===== config.mk =====
export PLATFORM = sky130hd
export DESIGN_NAME = mac_vec_acc
export DESIGN_NICKNAME = d
export VERILOG_FILES = /design/src/rtl/mac_vec_acc.sv
export SDC_FILE = /design/constraint.sdc
export NUM_CORES = 1
export LEC_CHECK = 0
export BUFFER_PORTS_ARGS = -buffer_cell sky130_fd_sc_hd__buf_2
export CORE_MARGIN = 5
export CORE_UTILIZATION = 50
export CTS_CLUSTER_SIZE = 20
export DETAILED_ROUTE_END_ITERATION = 6
export HOLD_SLACK_MARGIN = 0.12
export PLACE_DENSITY = 0.67
export SKIP_CTS_REPAIR_TIMING = 1
export SYNTH_ARGS = -nofsm -noshare
export SYNTH_HDL_FRONTEND = slang
export SYNTH_SLANG_ARGS = --single-unit

===== constraint.sdc =====
create_clock -name clk -period 6.1 [get_ports clk]
set_input_delay 0.305 -clock clk [delete_from_list [all_inputs] [get_ports clk]]
set_output_delay 0.305 -clock clk [all_outputs]
set_load 0.1 [all_outputs]

===== src/rtl/mac_vec_acc.sv =====
// rtl/mac_vec_acc.sv - pipelined signed MAC with saturation and dot-product framing
module mac_vec_acc #(
    parameter int IN_W       = 10,
    parameter int ACC_W      = 20,
    parameter int MUL_STAGES = 1,
    parameter int VEC_LEN    = 4,
    parameter bit SAT        = 1'b1
) (
    input  logic                    clk,
    input  logic                    reset,
    input  logic signed [IN_W-1:0]  a,
    input  logic signed [IN_W-1:0]  b,
    input  logic                    valid_in,
    input  logic                    acc_clr,
    output logic signed [ACC_W-1:0] f,
    output logic                    valid_out,
    output logic                    ovf
);

    localparam int PW = 2 * IN_W;
    localparam int CW = (VEC_LEN > 1) ? $clog2(VEC_LEN) : 1;
    localparam logic [CW-1:0]    LAST    = CW'((VEC_LEN > 0) ? VEC_LEN - 1 : 0);
    localparam logic [ACC_W-1:0] ACC_MAX = {1'b0, {(ACC_W-1){1'b1}}};
    localparam logic [ACC_W-1:0] ACC_MIN = {1'b1, {(ACC_W-1){1'b0}}};

    // Operand capture stage
    logic signed [IN_W-1:0] a_q, b_q;
    logic                   in_v_q;

    always_ff @(posedge clk) begin
        if (!reset) begin
            a_q    <= '0;
            b_q    <= '0;
            in_v_q <= 1'b0;
        end else begin
            in_v_q <= valid_in;
            if (valid_in) begin
                a_q <= a;
                b_q <= b;
            end
        end
    end

    logic signed [PW-1:0]    mul_w;
    logic signed [ACC_W-1:0] prod_ext;
    logic signed [ACC_W-1:0] p_acc;
    logic                    v_acc;

    assign mul_w    = a_q * b_q;
    assign prod_ext = ACC_W'(mul_w);

    generate
        if (MUL_STAGES == 0) begin : g_nopipe
            assign p_acc = prod_ext;
            assign v_acc = in_v_q;
        end else begin : g_pipe
            logic signed [ACC_W-1:0] p_q [MUL_STAGES];
            logic [MUL_STAGES-1:0]   v_q;

            always_ff @(posedge clk) begin
                if (!reset) begin
                    for (int i = 0; i < MUL_STAGES; i++) begin
                        p_q[i] <= '0;
                    end
                    v_q <= '0;
                end else begin
                    p_q[0] <= prod_ext;
                    v_q[0] <= in_v_q;
                    for (int i = 1; i < MUL_STAGES; i++) begin
                        p_q[i] <= p_q[i-1];
                        v_q[i] <= v_q[i-1];
                    end
                end
            end

            assign p_acc = p_q[MUL_STAGES-1];
            assign v_acc = v_q[MUL_STAGES-1];
        end
    endgenerate

    // Accumulate stage state
    logic signed [ACC_W-1:0] acc_q, acc_d;
    logic [CW-1:0]           cnt_q, cnt_d;
    logic                    ovf_acc_q, ovf_acc_d;
    logic signed [ACC_W-1:0] f_q, f_d;
    logic                    vout_q, vout_d;
    logic                    ovf_q, ovf_d;

    // acc_clr makes a same-cycle product element 0 of a fresh vector
    logic [CW-1:0]           cnt_eff;
    logic                    fresh;
    logic signed [ACC_W-1:0] base_w;
    logic signed [ACC_W:0]   sum_w;
    logic                    flag_w;
    logic signed [ACC_W-1:0] step_w;
    logic                    ovf_new;

    assign cnt_eff = acc_clr ? '0 : cnt_q;
    assign fresh   = (cnt_eff == '0);
    assign base_w  = fresh ? '0 : acc_q;
    assign sum_w   = {base_w[ACC_W-1], base_w} + {p_acc[ACC_W-1], p_acc};
    assign flag_w  = sum_w[ACC_W] ^ sum_w[ACC_W-1];
    assign step_w  = (SAT && flag_w) ? (sum_w[ACC_W] ? ACC_MIN : ACC_MAX)
                                     : sum_w[ACC_W-1:0];
    assign ovf_new = (fresh ? 1'b0 : ovf_acc_q) | flag_w;

    always_comb begin
        acc_d     = acc_q;
        cnt_d     = cnt_q;
        ovf_acc_d = ovf_acc_q;
        f_d       = f_q;
        ovf_d     = ovf_q;
        vout_d    = 1'b0;
        if (acc_clr) begin
            cnt_d     = '0;
            ovf_acc_d = 1'b0;
        end
        if (v_acc) begin
            if (VEC_LEN == 0) begin
                // Running mode: count only marks whether acc holds a live total
                acc_d     = step_w;
                cnt_d     = CW'(1);
                ovf_acc_d = ovf_new;
                f_d       = step_w;
                ovf_d     = ovf_new;
                vout_d    = 1'b1;
            end else if (cnt_eff == LAST) begin
                f_d       = step_w;
                ovf_d     = ovf_new;
                vout_d    = 1'b1;
                cnt_d     = '0;
                ovf_acc_d = 1'b0;
            end else begin
                acc_d     = step_w;
                cnt_d     = cnt_eff + 1'b1;
                ovf_acc_d = ovf_new;
            end
        end
    end

    always_ff @(posedge clk) begin
        if (!reset) begin
            acc_q     <= '0;
            cnt_q     <= '0;
            ovf_acc_q <= 1'b0;
            f_q       <= '0;
            vout_q    <= 1'b0;
            ovf_q     <= 1'b0;
        end else begin
            acc_q     <= acc_d;
            cnt_q     <= cnt_d;
            ovf_acc_q <= ovf_acc_d;
            f_q       <= f_d;
            vout_q    <= vout_d;
            ovf_q     <= ovf_d;
        end
    end

    assign f         = f_q;
    assign valid_out = vout_q;
    assign ovf       = ovf_q;

endmodule


==> flow_summary_export.csv <==
group,metric,value,unit
drt,detail_route.vias_per_cell,5.03,
synth,synth_cell_types,58,
clock_network,tritoncts,"yes",
cells_and_area,fillerInstances,1503,
clock_network,root_buffer,"sky130_fd_sc_hd__clkbuf_16",
placement,place_worst_setup_slack,0.813,ns
drt,drt_iter0_drc,390,
critical_path,worst_setup_path_end_kind,"flip-flop",
floorplan,initial_core_util,50.7,%
sta,worst_slack,0.808,ns
min_path,min_path_cells,3,
critical_path,reg2reg_from,"b_q[1]$_SDFFE_PN0P_",
floorplan,die_h,136,um
cells_and_area,num_antenna_cells,0,
global_route,first_global_vias,5783,
floorplan,placeableCoreArea,15800,sq um
cells_and_area,share_of_final_layout_standard_cells_stronger_than_drive_strength_1,8.23,%
synth,synthesis.instances,925,
sta,rsz0062_at_grt,"no",
clock_network,cts_buffers,9,
floorplan,die_w,136,um
synth,synth_flop_cell,"sky130_fd_sc_hd__dfxtp_1",
clock_network,clock_insertion_delay_at_the_later_pin_of_the_skew_report,0.34,ns
critical_path,worst_ep_required_time,6.37,ns
min_path,min-delay-path-class,"in -> reg",
synth,ys_top_cells_by_count,"sky130_fd_sc_hd__inv_1, sky130_fd_sc_hd__nand2_1, sky130_fd_sc_hd__fa_1, sky130_fd_sc_hd__dfxtp_1, sky130_fd_sc_hd__nor2_1",
sta,slew_headroom,31.8,%
synth,yosys.cell_count.top_type,"sky130_fd_sc_hd__inv_1",
critical_path,depth_of_the_worst_register_to_register_path,18,
pwr,p_seq_share,38.2,%
cells_and_area,final_util,54.9,%
global_route,grtUsageTotal,18.6,%
sta,post-route-min-period,5.29,ns
global_route,grt-ovfl-total,0,
global_route,groute.layer.met2.usage,30.6,%
sta,final-setup-viol-count,0,
synth,syn_area_per_cell,8.65,sq um
cells_and_area,multiInputGateArea,5570,sq um
critical_path,r2r_slack,0.81,ns
placement,post-dp-hpwl,13000,um
critical_path,cp.buffers_inverters,3,
global_route,grt_first_pass_wirelength,27700,um
drt,avgRoutedWirePerCell,14.0,um
synth,synthesis.yosys.warnings,0,
clock_network,cts_buffer_depth,2,
drt,route.vias.total,5858,
pwr,switching_share_of_total_power,33.2,%
critical_path,worst_ep_arrival_time,5.56,ns
cells_and_area,area_delta_synth_final,8.21,%
floorplan,die_area,18600,sq um
sta,worstMarginPinSlew,1.02,ns
clock_network,cts_clk_pin_slew_worst_paths,0.06,ns
synth,syn-num-nets,1112,
critical_path,timing.critical_path.max_delay_family,"adder cells",
synth,post_synth_instance_area,8000,sq um
flow_run,max_cap_violations,0,
floorplan,rows,46,
synth,asyncSetResetFlopFracSynth,0,%
critical_path,crit_type,"reg -> reg",
floorplan,top_level_ports,46,
synth,ys_seq_area_share,21.8,%
clock_network,htree_levels,3,
sta,clock-skew-final,0.00746,ns
sta,period_share,86.8,%
critical_path,cpMostUsedCell,"sky130_fd_sc_hd__fa_1",
sta,finalHoldWorstSlack,0.194,ns
min_path,hold_end,"b_q[8]$_SDFFE_PN0P_",
critical_path,worst_path_cell_trace,"nand2_1, inv_1, fa_1, fa_1, fa_1, fa_1, inv_1, fa_1, inv_1, ha_1, a21o_1, a21o_1, a21o_1, nand3_1, nand2_1, a211o_1, o31ai_1, mux2i_1",
cells_and_area,fin_cells,1164,
clock_network,cts.sink_count,87,
drt,drc_errors,0,
min_path,hold_path.startpoint,"b[8]",
drt,drt_wl_total,16300,um
sta,clock.fmax,0.189,GHz
pwr,clock_power_share,32.5,%
pwr,switchingPower,561,uW
global_route,antenna_found_initial,0,
global_route,grtUsageMet3,2.76,%
global_route,grt_util_met1,25.0,%
critical_path,crit_fanout,11,
drt,ant_nets,0,
critical_path,crit_path_start_kind,"flip-flop",
pwr,power.static_leakage,0.00427,uW
synth,netlist.top_cell.by_area,"sky130_fd_sc_hd__fa_1",
sta,number_of_max_slew_violations_in_the_final_report,0,
global_route,grt_max_degree,41,
sta,finalHoldViolations,0,
pwr,combinationalPowerShare,29.4,%
synth,netlist_top_cells_area,"sky130_fd_sc_hd__fa_1, sky130_fd_sc_hd__dfxtp_1, sky130_fd_sc_hd__ha_1",
drt,dr.pass1.iters,4,
cells_and_area,seqCellArea,1740,sq um
cells_and_area,net_count_of_the_finished_layout,1132,
placement,dp.cells,1150,
synth,yosys_register_bits,87,
critical_path,critPathMaxStageDelay,0.58,ns
critical_path,critical_r2r_capture,"g_pipe.p_q[0][18]$_SDFF_PN0_",
global_route,global_route.peak_usage_layer,"met2",
sta,fin_setup_tns,0,ns
synth,synth.top_cell.area_share,23.0,%
placement,gpl.final_weighted_congestion,0.853,
critical_path,critical-path-slowest-cell,"sky130_fd_sc_hd__dfxtp_1",
synth,synth_enable_flop_cells,0,
run_status,outcome,"finished, final reports clean",
pwr,total_power_density_per_cell_area,195,nW/um^2
pwr,max-vdd-ir-drop,0.131,mV
placement,port-buffer-count,45,
pwr,intPower,1130,uW
-- worst min-delay path, stage by stage --
cell,delay (ns)
sky130_fd_sc_hd__buf_2,0.07
sky130_fd_sc_hd__mux2i_1,0.06
sky130_fd_sc_hd__nor2_1,0.07
-- layout make-up --
| cell class | instances | area share, % |
|---|---|---|
| clock buffers | 11 | 2.80 |
| flip-flops and latches | 87 | 20.1 |
| multi-input cells | 657 | 64.3 |
| clock inverters | 3 | 0.506 |
| inverters | 140 | 6.07 |
| well taps | 216 | 3.12 |
| repair buffers | 50 | 3.04 |
-- placed cells by master (no fill, tap or decap), types with 3 or more instances in the layout --
cell	count
sky130_fd_sc_hd__a21o_1	10
sky130_fd_sc_hd__a21oi_1	31
sky130_fd_sc_hd__inv_1	139
sky130_fd_sc_hd__o21bai_1	7
sky130_fd_sc_hd__nand2_1	107
sky130_fd_sc_hd__a211oi_1	6
sky130_fd_sc_hd__clkbuf_16	9
sky130_fd_sc_hd__nand2b_1	14
sky130_fd_sc_hd__mux2i_1	22
sky130_fd_sc_hd__nand4_1	3
sky130_fd_sc_hd__a31oi_1	3
sky130_fd_sc_hd__o21ai_0	31
sky130_fd_sc_hd__ha_1	71
sky130_fd_sc_hd__nor2b_1	26
sky130_fd_sc_hd__buf_2	45
sky130_fd_sc_hd__nand3_1	4
sky130_fd_sc_hd__xor2_1	9
sky130_fd_sc_hd__nor3_1	7
sky130_fd_sc_hd__nor2_1	78
sky130_fd_sc_hd__and3_1	7
sky130_fd_sc_hd__o211ai_1	3
sky130_fd_sc_hd__o21ai_1	22
sky130_fd_sc_hd__and2_1	45
sky130_fd_sc_hd__buf_4	5
sky130_fd_sc_hd__xnor2_1	25
sky130_fd_sc_hd__or3_1	3
sky130_fd_sc_hd__dfxtp_1	87
sky130_fd_sc_hd__fa_1	92
-- flip-flops by register name, summed over array words and instances, names as in the netlist, 2 cells and up --
signal and count:
g_pipe.p_q 20, f 20, acc_q 20, b_q 10, cnt_q 2, a_q 10
-- layer usage --
layer	part of all wire [%]	up-vias
li1	-	2960
met1	48	2760
met2	46	114
met3	3.9	24
met4	2.5	0
met5	0	-
-- worst max-delay path by stage --
stage / start / to / slack [ns] / cells after the start
after floorplan: a_q[9]$_SDFFE_PN0P_ / g_pipe.p_q[0][18]$_SDFF_PN0_ / 1.06 / 19
after global placement: b_q[9]$_SDFFE_PN0P_ / g_pipe.p_q[0][18]$_SDFF_PN0_ / 0.92 / 18
after detailed placement: b_q[1]$_SDFFE_PN0P_ / g_pipe.p_q[0][18]$_SDFF_PN0_ / 0.81 / 18
after CTS: b_q[1]$_SDFFE_PN0P_ / g_pipe.p_q[0][18]$_SDFF_PN0_ / 0.80 / 18
after global routing: b_q[9]$_SDFFE_PN0P_ / g_pipe.p_q[0][18]$_SDFF_PN0_ / 0.50 / 18
final: b_q[1]$_SDFFE_PN0P_ / g_pipe.p_q[0][18]$_SDFF_PN0_ / 0.81 / 18
-- kinds of logic after synthesis --
family                   synth area share (%)
flip-flops                               21.8
AO/OA/AOI/OAI                            10.7
XOR/XNOR                                 3.72
adder cells (fa/ha/maj)                  34.1
AND/OR/NAND/NOR                          18.0
buffers and inverters                    8.60
multiplexers                             3.07
-- power by group through the flow --
stage                     Clock (uW)  Sequential, uW  Combinational [uW]
after floorplan                    0             630                 407
after global placement             0             655                 490
after detailed placement           0             656                 493
after CTS                        564             644                 498
after global routing             585             648                 570
final                            548             644                 496
-- metrics by stage --
stage          power, uW  instance area (sq um)
2_1_floorplan       1040                   8000
3_3_place_gp        1140                   8370
3_5_place_dp        1150                   8370
4_1_cts             1710                   8660
5_1_grt             1800                   8660
6_report            1690                   8660
(Power assumes the default switching activity.)
